File: src/rtl/fetch_pkg.sv
// Shared types and defaults for the instruction-fetch sequencer.
// The fetch FSM, the ROM geometry and the FIFO entry layout live here.
package fetch_pkg;

    localparam int              AW_DEF          = 8;
    localparam int              DW_DEF          = 16;
    localparam logic [7:0]      RESET_PC_DEF    = 8'h00;
    localparam logic [15:0]     HALT_OPCODE_DEF = 16'hFFFF;

    typedef enum logic [1:0] {
        ST_IDLE   = 2'd0,
        ST_FETCH  = 2'd1,
        ST_STALL  = 2'd2,
        ST_HALTED = 2'd3
    } fetch_state_e;

    typedef struct packed {
        logic [AW_DEF-1:0] pc;
        logic [DW_DEF-1:0] code;
    } fetch_entry_t;

endpackage

File: src/rtl/fetch_fifo2.sv
// Two-entry valid/ready FIFO with synchronous flush; slot0 is always the head,
// so the head outputs come straight from a register and hold while stalled.
module fetch_fifo2 #(
    parameter int W = 24
) (
    input  logic         clk,
    input  logic         rst_n,
    input  logic         flush_i,
    input  logic         push_i,
    input  logic [W-1:0] push_data_i,
    output logic         space_o,
    output logic         head_valid_o,
    input  logic         head_ready_i,
    output logic [W-1:0] head_data_o
);

    logic [W-1:0] slot0_q, slot1_q;
    logic [1:0]   count_q;
    logic         pop;

    assign head_valid_o = (count_q != 2'd0);
    assign head_data_o  = slot0_q;
    assign pop          = head_valid_o & head_ready_i;
    // A full FIFO still has room when the head leaves in the same cycle.
    assign space_o      = (count_q != 2'd2) | pop;

    always_ff @(posedge clk or negedge rst_n) begin
        if (!rst_n) begin
            slot0_q <= '0;
            slot1_q <= '0;
            count_q <= 2'd0;
        end else if (flush_i) begin
            count_q <= 2'd0;
        end else begin
            case ({push_i, pop})
                2'b10: begin
                    if (count_q == 2'd0) slot0_q <= push_data_i;
                    else                 slot1_q <= push_data_i;
                    count_q <= count_q + 2'd1;
                end
                2'b01: begin
                    slot0_q <= slot1_q;
                    count_q <= count_q - 2'd1;
                end
                2'b11: begin
                    if (count_q == 2'd1) begin
                        slot0_q <= push_data_i;
                    end else begin
                        slot0_q <= slot1_q;
                        slot1_q <= push_data_i;
                    end
                end
                default: ;
            endcase
        end
    end

endmodule

File: src/rtl/fetch_sequencer.sv
// Instruction-fetch controller: owns the PC, addresses the combinational ROM
// and queues {pc, code} pairs for decode, steered by redirect/halt/start.
module fetch_sequencer
    import fetch_pkg::*;
#(
    parameter int              AW          = AW_DEF,
    parameter int              DW          = DW_DEF,
    parameter logic [AW-1:0]   RESET_PC    = AW'(RESET_PC_DEF),
    parameter logic [DW-1:0]   HALT_OPCODE = DW'(HALT_OPCODE_DEF)
) (
    input  logic          clk,
    input  logic          rst_n,
    input  logic          start,
    input  logic          halt_req,
    input  logic          redirect_valid,
    input  logic [AW-1:0] redirect_pc,
    output logic [AW-1:0] rom_addr,
    input  logic [DW-1:0] rom_data,
    output logic          instr_valid,
    input  logic          instr_ready,
    output logic [DW-1:0] instr_data,
    output logic [AW-1:0] instr_pc,
    output logic          busy,
    output logic          wrapped
);

    fetch_state_e     state_q;
    logic [AW-1:0]    pc_q;
    logic             wrapped_q;
    logic             busy_q;
    logic             fifo_space;
    logic             flush;
    logic             push;
    logic [AW+DW-1:0] head;

    // Redirect is ignored while idle; otherwise it beats halt_req and fetch.
    assign flush = redirect_valid && (state_q != ST_IDLE);
    assign push  = (state_q == ST_FETCH) && !redirect_valid && !halt_req && fifo_space;

    always_ff @(posedge clk or negedge rst_n) begin
        if (!rst_n) begin
            state_q   <= ST_IDLE;
            pc_q      <= RESET_PC;
            wrapped_q <= 1'b0;
            busy_q    <= 1'b0;
        end else if (flush) begin
            state_q   <= ST_FETCH;
            pc_q      <= redirect_pc;
            wrapped_q <= 1'b0;
            busy_q    <= 1'b1;
        end else if (halt_req) begin
            state_q <= ST_IDLE;
            busy_q  <= 1'b0;
        end else begin
            case (state_q)
                ST_IDLE: if (start) begin
                    state_q   <= ST_FETCH;
                    pc_q      <= RESET_PC;
                    wrapped_q <= 1'b0;
                    busy_q    <= 1'b1;
                end
                ST_FETCH: if (push) begin
                    pc_q <= pc_q + 1'b1;
                    if (pc_q == '1) wrapped_q <= 1'b1;
                    if (rom_data == HALT_OPCODE) begin
                        state_q <= ST_HALTED;
                        busy_q  <= 1'b0;
                    end
                end else begin
                    state_q <= ST_STALL;
                end
                ST_STALL: if (fifo_space) state_q <= ST_FETCH;
                ST_HALTED: if (start) begin
                    state_q   <= ST_FETCH;
                    wrapped_q <= 1'b0;
                    busy_q    <= 1'b1;
                end
                default: state_q <= ST_IDLE;
            endcase
        end
    end

    fetch_fifo2 #(.W(AW + DW)) u_fifo (
        .clk          (clk),
        .rst_n        (rst_n),
        .flush_i      (flush),
        .push_i       (push),
        .push_data_i  ({pc_q, rom_data}),
        .space_o      (fifo_space),
        .head_valid_o (instr_valid),
        .head_ready_i (instr_ready),
        .head_data_o  (head)
    );

    assign rom_addr   = pc_q;
    assign instr_pc   = head[AW+DW-1:DW];
    assign instr_data = head[DW-1:0];
    assign busy       = busy_q;
    assign wrapped    = wrapped_q;

endmodule

File: config.mk
export PLATFORM = sky130hd
export DESIGN_NAME = fetch_sequencer
export DESIGN_NICKNAME = d
export VERILOG_FILES = /design/src/rtl/fetch_pkg.sv /design/src/rtl/fetch_fifo2.sv /design/src/rtl/fetch_sequencer.sv
export SDC_FILE = /design/constraint.sdc
export NUM_CORES = 1
export LEC_CHECK = 0
export CAP_MARGIN = 20
export CORE_ASPECT_RATIO = 0.7
export CORE_MARGIN = 8
export CORE_UTILIZATION = 25
export DETAILED_ROUTE_END_ITERATION = 6
export HOLD_SLACK_MARGIN = 0.12
export PLACE_DENSITY = 0.42
export SYNTH_ARGS = -nofsm -noshare
export SYNTH_HDL_FRONTEND = slang
export SYNTH_SLANG_ARGS = --single-unit
File: constraint.sdc
create_clock -name clk -period 2.7 [get_ports clk]
set_input_delay 0.81 -clock clk [delete_from_list [all_inputs] [get_ports clk]]
set_output_delay 0.81 -clock clk [all_outputs]
set_load 0.01 [all_outputs]
==> results.json <==
{
  "critPathMaxStageDelay_ns": 0.54,
  "utilization_pct": 35.4,
  "crit_top_cell": "inv_1",
  "fin_skew_ns": 0.00868,
  "rows": 35,
  "clkSlewWorstSetupHoldPaths_ns": 0.05,
  "relSlewSlack_pct": 50.4,
  "startpoint": "u_fifo.count_q[1]",
  "cp.buffers_inverters": 3,
  "grt_pass1_wl_mm": 14.5,
  "fin_crit_sh_pct": 94.3,
  "switching_power_mw": 1.88,
  "end_kind": "primary output",
  "first_iter_violations": 144,
  "gr-usage-all-layers_pct": 10.7,
  "tns_ns": 0,
  "syn_area_mm2": 0.00326,
  "peakVddDrop_mv": 0.382,
  "hpwlAfterDp_mm": 6.30,
  "final_layout_size_suffix_gt1_share_pct": 24.8,
  "cts_buffers": 9,
  "first_global_vias": 2591,
  "post-place-ws_ns": -0.154,
  "layout_common_cells": "clkdlybuf4s50_1, dfrtp_1, nor2_1, mux2i_1, mux2_2",
  "slew_viol_final": 0,
  "overflow": 0,
  "synth_enable_flop_cells": 0,
  "holdBufCountCts": 0,
  "crit_path_end": "instr_valid",
  "ys_types": 43,
  "fin_ws_ns": 0.153,
  "p_leak_nw": 1.88,
  "synthesis.instances": 297,
  "place_area_mm2": 0.00423,
  "ys_ff_latch": 62,
  "die_y_um": 112,
  "power_density_mw_per_mm2": 1180,
  "ys.flop_type": "dfrtp_1",
  "areaGrowthSynthToFinish_pct": 40.7,
  "p_total_mw": 5.40,
  "instances_no_fill": 553,
  "drt_wl_total_mm": 8.74,
  "die_w_um": 153,
  "cp.depth": 4,
  "fin_crit_ns": 2.55,
  "synth_fp_nets": 334,
  "io_buffers": 64,
  "grt_max_degree": 49,
  "ctsRootBufferMaster": "clkbuf_16",
  "antenna_left": 0,
  "nNetsFinal": 419,
  "synth_compound_area_share_pct": 15.7,
  "cts_resized": 0,
  "outcome": "finished, final reports clean",
  "wire_per_inst_um": 15.8,
  "ys_async_sr_fraction_pct": 100,
  "p_seq_share_pct": 30.7,
  "dp.cells": 537,
  "fillers": 1311,
  "clock_sinks": 62,
  "antenna_found_initial": 0,
  "worstMarginPinSlew_ns": 0.744,
  "crit_type": "reg2out",
  "cts_max_path_buffers": 2,
  "yosysWarnings": 0,
  "fmax_mhz": 393,
  "cp_top_family": "buffers and inverters",
  "power_frac_comb_pct": 43.8,
  "cts_setup_buffers": 0,
  "via_per_inst": 4.52,
  "seq_area_frac_synth_pct": 47.5,
  "num_io_pins": 65,
  "setup_viol": 0,
  "start_kind": "flip-flop",
  "h-tree-depth": 3,
  "vias": 2500,
  "cts_tree": "yes",
  "antenna_cells": 0,
  "synth_top_family_by_area": "multiplexers",
  "p_clk_share_pct": 25.5,
  "final_common_cell": "clkdlybuf4s50_1",
  "swShare_pct": 34.9,
  "finalHoldWorstSlack_ns": 0.505,
  "worstReg2RegEnd": "u_fifo.head_data_o[3]",
  "max_cap_violations": 0,
  "reg2reg_slack_ns": 0.37,
  "rr_worst_depth": 8,
  "dieArea_mm2": 0.0170,
  "rsz0062_at_grt": "false",
  "synth_mux_area_share_pct": 16.6,
  "p_int_mw": 3.52,
  "design_area_mm2": 0.00459,
  "worstPathArrival_ns": 1.74,
  "synth_fa_ha_area_share_pct": 2.68,
  "cp.required_ns": 1.89,
  "synthXorXnorAreaFrac_pct": 0.268,
  "place_congestion": 0.787,
  "slowest_stage": "clkdlybuf4s50_1",
  "syn_area_per_cell_um2": 11.0,
  "hold_class": "reg2reg",
  "clock_latency_ns": 0.33,
  "crit_fanout": 4,
  "synth-simple-area-share_pct": 11.7,
  "hold_viol": 0,
  "drc": 0,
  "core_mm2": 0.0130,
  "crit_chain": "inv_1 > ha_1 > inv_1 > clkdlybuf4s50_1",
  "initial_core_util_pct": 25.2,
  "firstDrtPassIters": 4,
  "r2r_start": "state_q[1]"
}
state kept, by name, indices dropped and copies added, names as in the netlist:
signal              flops
busy                    1
u_fifo.head_data_o     24
wrapped                 1
rom_addr                8
u_fifo.count_q          2
state_q                 2
u_fifo.slot1_q         24
per-layer routing:
layer	share of wire [%]	up-vias	GRT usage (%)
met5	0	-	0
met4	0.74	0	3.15
met3	4.5	5	3.37
met2	41	43	15.4
met1	53	1216	15.0
li1	-	1236	-
power groups by stage:
stage | clock network (mW) | logic [mW] | registers [mW]
3_3_place_gp | 0 | 2.37 | 1.68
3_5_place_dp | 0 | 2.38 | 1.68
6_report | 1.38 | 2.36 | 1.66
2_1_floorplan | 0 | 1.37 | 1.69
4_1_cts | 1.41 | 2.40 | 1.67
5_1_grt | 1.45 | 2.61 | 1.73
layout make-up:
| class | count | area [um2] | share of cell area [%] |
|---|---|---|---|
| Clock buffer | 11 | 253 | 5.51 |
| Clock inverter | 5 | 105 | 2.29 |
| Inverter | 7 | 26.3 | 0.572 |
| Multi-Input combinational cell | 212 | 1540 | 33.6 |
| Sequential cell | 62 | 1550 | 33.8 |
| Tap cell | 166 | 208 | 4.52 |
| Timing Repair Buffer | 90 | 906 | 19.7 |
synth_stat cells, types with 2 or more instances:
master	n	share of area [%]
dfrtp_1	62	48
nor2_1	37	4.3
mux2i_1	26	8.0
mux2_2	25	8.6
a21oi_2	21	5.6
o21ai_0	21	3.2
a21oi_1	16	2.5
nand2_1	11	1.3
ha_1	7	2.7
inv_1	7	0.81
buf_6	6	2.1
clkbuf_1	5	0.58
nand3_1	5	0.77
a31oi_1	4	0.77
and3_1	4	0.77
nand4_1	4	0.77
nor3_1	4	0.61
a22oi_1	3	0.69
buf_12	2	1.2
buf_2	2	0.31
nor2b_1	2	0.38
o22ai_1	2	0.38
cells by family (layout without fill, tap and decap cells):
family	count (synthesis)	in the layout
mux	51	51
simple gates	77	77
flops	62	62
fa+ha+maj	7	7
xor+xnor	1	1
buf+inv	23	113
compound gates	76	76
how the worst min path moves through the flow:
stage,start,to,cells after the start
final,u_fifo.slot1_q[17],u_fifo.slot1_q[17],1
after global routing,u_fifo.slot1_q[2],u_fifo.slot1_q[2],1
after floorplan,u_fifo.slot1_q[0],u_fifo.slot1_q[0],1
after global placement,u_fifo.slot1_q[4],u_fifo.slot1_q[4],1
after detailed placement,u_fifo.slot1_q[15],u_fifo.slot1_q[15],1
after CTS,u_fifo.slot1_q[12],u_fifo.slot1_q[12],1
(Power assumes the default switching activity.)
==> RTL edit, RTL diff (same settings) <==
`AW_DEF`: 8 -> 7.
--- a/src/rtl/fetch_pkg.sv
+++ b/src/rtl/fetch_pkg.sv
@@ -4,3 +4,3 @@
 
-    localparam int              AW_DEF          = 8;
+    localparam int              AW_DEF          = 7;
     localparam int              DW_DEF          = 16;
Interface: changed (resized instr_pc, redirect_pc and rom_addr); port bits go from 65 to 62. The function was not compared with the original's and may differ.
==> RTL edit against the original RTL <==
Worst setup slack gained 0.064 ns; design area shrank 8.7%; total power shrank 7.9%; cell count shrank 7.4%; area after synthesis shrank 9.5%; synthesized cell count shrank 8.1%; critical path depth is the same; sequential cell count shrank 3; count of clock-buffer cells in the layout grew 1; wire length shrank 9.9%; largest cell class unchanged.
==> RTL edit: results (changes against the original RTL) <==
Parameter                              Value

Critical path
  Critical register-to-register path endpoint ... u_fifo.slot1_q[7]$_DFFE_PN0P_
  Critical Path AT ... 1.67 ns (-0.07 ns)
  Worst-path fanout max ... 5 (+1)
  R2R depth ... 7 (-1)

Synthesis
  Count of cell types in the netlist ... 42 (-2.3%)
  Cell types with the largest area share after synthesis ... sky130_fd_sc_hd__dfrtp_1 50%, sky130_fd_sc_hd__mux2_2 8.8%, sky130_fd_sc_hd__mux2i_1 8.1%
  Portion of the post-synthesis area used by sequential elements ... 50.02% (+2.5 points)
  Net count of the mapped netlist ... 309 (-7.5%)
  Most common library cells after synthesis ... 59 x sky130_fd_sc_hd__dfrtp_1, 35 x sky130_fd_sc_hd__nor2_1, 33 x sky130_fd_sc_hd__a21oi_1

Place
  Worst Setup Slack post-DPL ... 0.05024 ns (+0.2046 ns)
  Detailed placer's ending HPWL ... 5641 µm (-10%)
  Buffers added on ports ... 61 (-4.7%)
  Gpl congestion ... 0.7500 (-4.7%)

Drt
  Via count ... 2,321 (-7.2%)
  Initial detailed-routing violation count ... 150 (+4.2%)

Timing
  Transition time of the tightest slew-check pin ... 0.4676 ns (-0.2766 ns)
  Worst clock skew ... 0.008303 ns (-0.0003731 ns)

Layout
  Share of post-route cells with drive strength above 1 ... 17.75% (-7.1 points)
  Final-stage net count ... 386 (-7.9%)

Power
  Standby leakage power ... 0.001704 µW (-9.2%)
  Worst supply voltage drop on vdd ... 0.4546 mV (+19%)

Global routing
  Vias in the first global route ... 2,495 (-3.7%)
  Wire length of the first global-routing pass ... 13,120 µm (-9.5%)
  Total GRT Usage ... 10.58% (-0.11 points)

Clock network
  Number of instances resized during post-cts repair ... 0 (unchanged)

Outcome
  Outcome ... complete, no violations

Hold path
  Min-Delay Path Class ... in -> async
## RTL edit: cell count changes after synthesis, sizes merged, moves of 3 or more
cell	unedited run	this run
a21oi	38	35
nand3	5	2
clkbuf	5	2
o21ai	21	18
dfrtp	62	59
a22o	0	3
## RTL edit: final cells by class
class | count | share of cell area (%)
Inverter | 7 | 0.6271
Clock buffer | 12 | 6.121
Timing Repair Buffer | 78 | 18.69
Sequential cell | 59 | 35.23
Multi-Input combinational cell | 195 | 32.91
Tap cell | 157 | 4.688
Clock inverter | 4 | 1.732
## RTL edit: through the flow
step | utilization [%] | cells | area (µm²) | total power, µW
after floorplan | - | 273 | 2952 | 2799
after global placement | 33.28 | 496 | 3861 | 3754
after detailed placement | 33.28 | 496 | 3861 | 3774
after CTS | 36.12 | 512 | 4190 | 5063
after global routing | 36.12 | 512 | 4190 | 5363
final | 36.12 | 512 | 4190 | 4976
## RTL edit: worst min path at each step
stage                                         from                                 end  slack (ns)  cells after the start
floorplan            u_fifo.slot1_q[0]$_DFFE_PN0P_       u_fifo.slot1_q[0]$_DFFE_PN0P_        0.48                      1
global route                                 rst_n   u_fifo.head_data_o[6]$_DFFE_PN0P_        0.51                      2
finish                                       rst_n   u_fifo.head_data_o[6]$_DFFE_PN0P_        0.48                      2
CTS                                          rst_n  u_fifo.head_data_o[15]$_DFFE_PN0P_        0.50                      2
detailed placement  u_fifo.slot1_q[15]$_DFFE_PN0P_      u_fifo.slot1_q[15]$_DFFE_PN0P_        0.50                      1
global placement     u_fifo.slot1_q[3]$_DFFE_PN0P_       u_fifo.slot1_q[3]$_DFFE_PN0P_        0.49                      1
## RTL edit: critical path, cell delays in order (launching register included)
cell,delay (ns)
sky130_fd_sc_hd__dfrtp_1,0.40
sky130_fd_sc_hd__inv_1,0.11
sky130_fd_sc_hd__ha_1,0.30
sky130_fd_sc_hd__inv_1,0.07
sky130_fd_sc_hd__clkdlybuf4s50_1,0.48
## RTL edit: kinds of logic (layout without fill, tap and decap cells)
group	Yosys count	after routing	share of synthesized area, %
xor+xnor	1	1	0.2968
fa+ha+maj	7	7	2.967
buf+inv	19	101	3.773
mux	47	47	16.91
flops	59	59	50.02
compound gates	70	70	14.33
simple gates	70	70	11.70
## RTL edit: power breakdown
| group | internal (µW) | switching [µW] | total (µW) |
|---|---|---|---|
| sequential | 1300 | 292 | 1590 |
| clock | 856 | 390 | 1250 |
| combinational | 1120 | 1010 | 2140 |
| total | 3280 | 1700 | 4980 |
## RTL edit: layer usage
layer	share of wire (%)	global-route usage, %	vias to the layer above	wire, µm
met1	50	14.30	1108	3926
met4	0.63	3.035	0	50
li1	-	-	1137	-
met5	0	0	-	0
met3	6.0	3.828	7	474
met2	44	15.59	69	3429
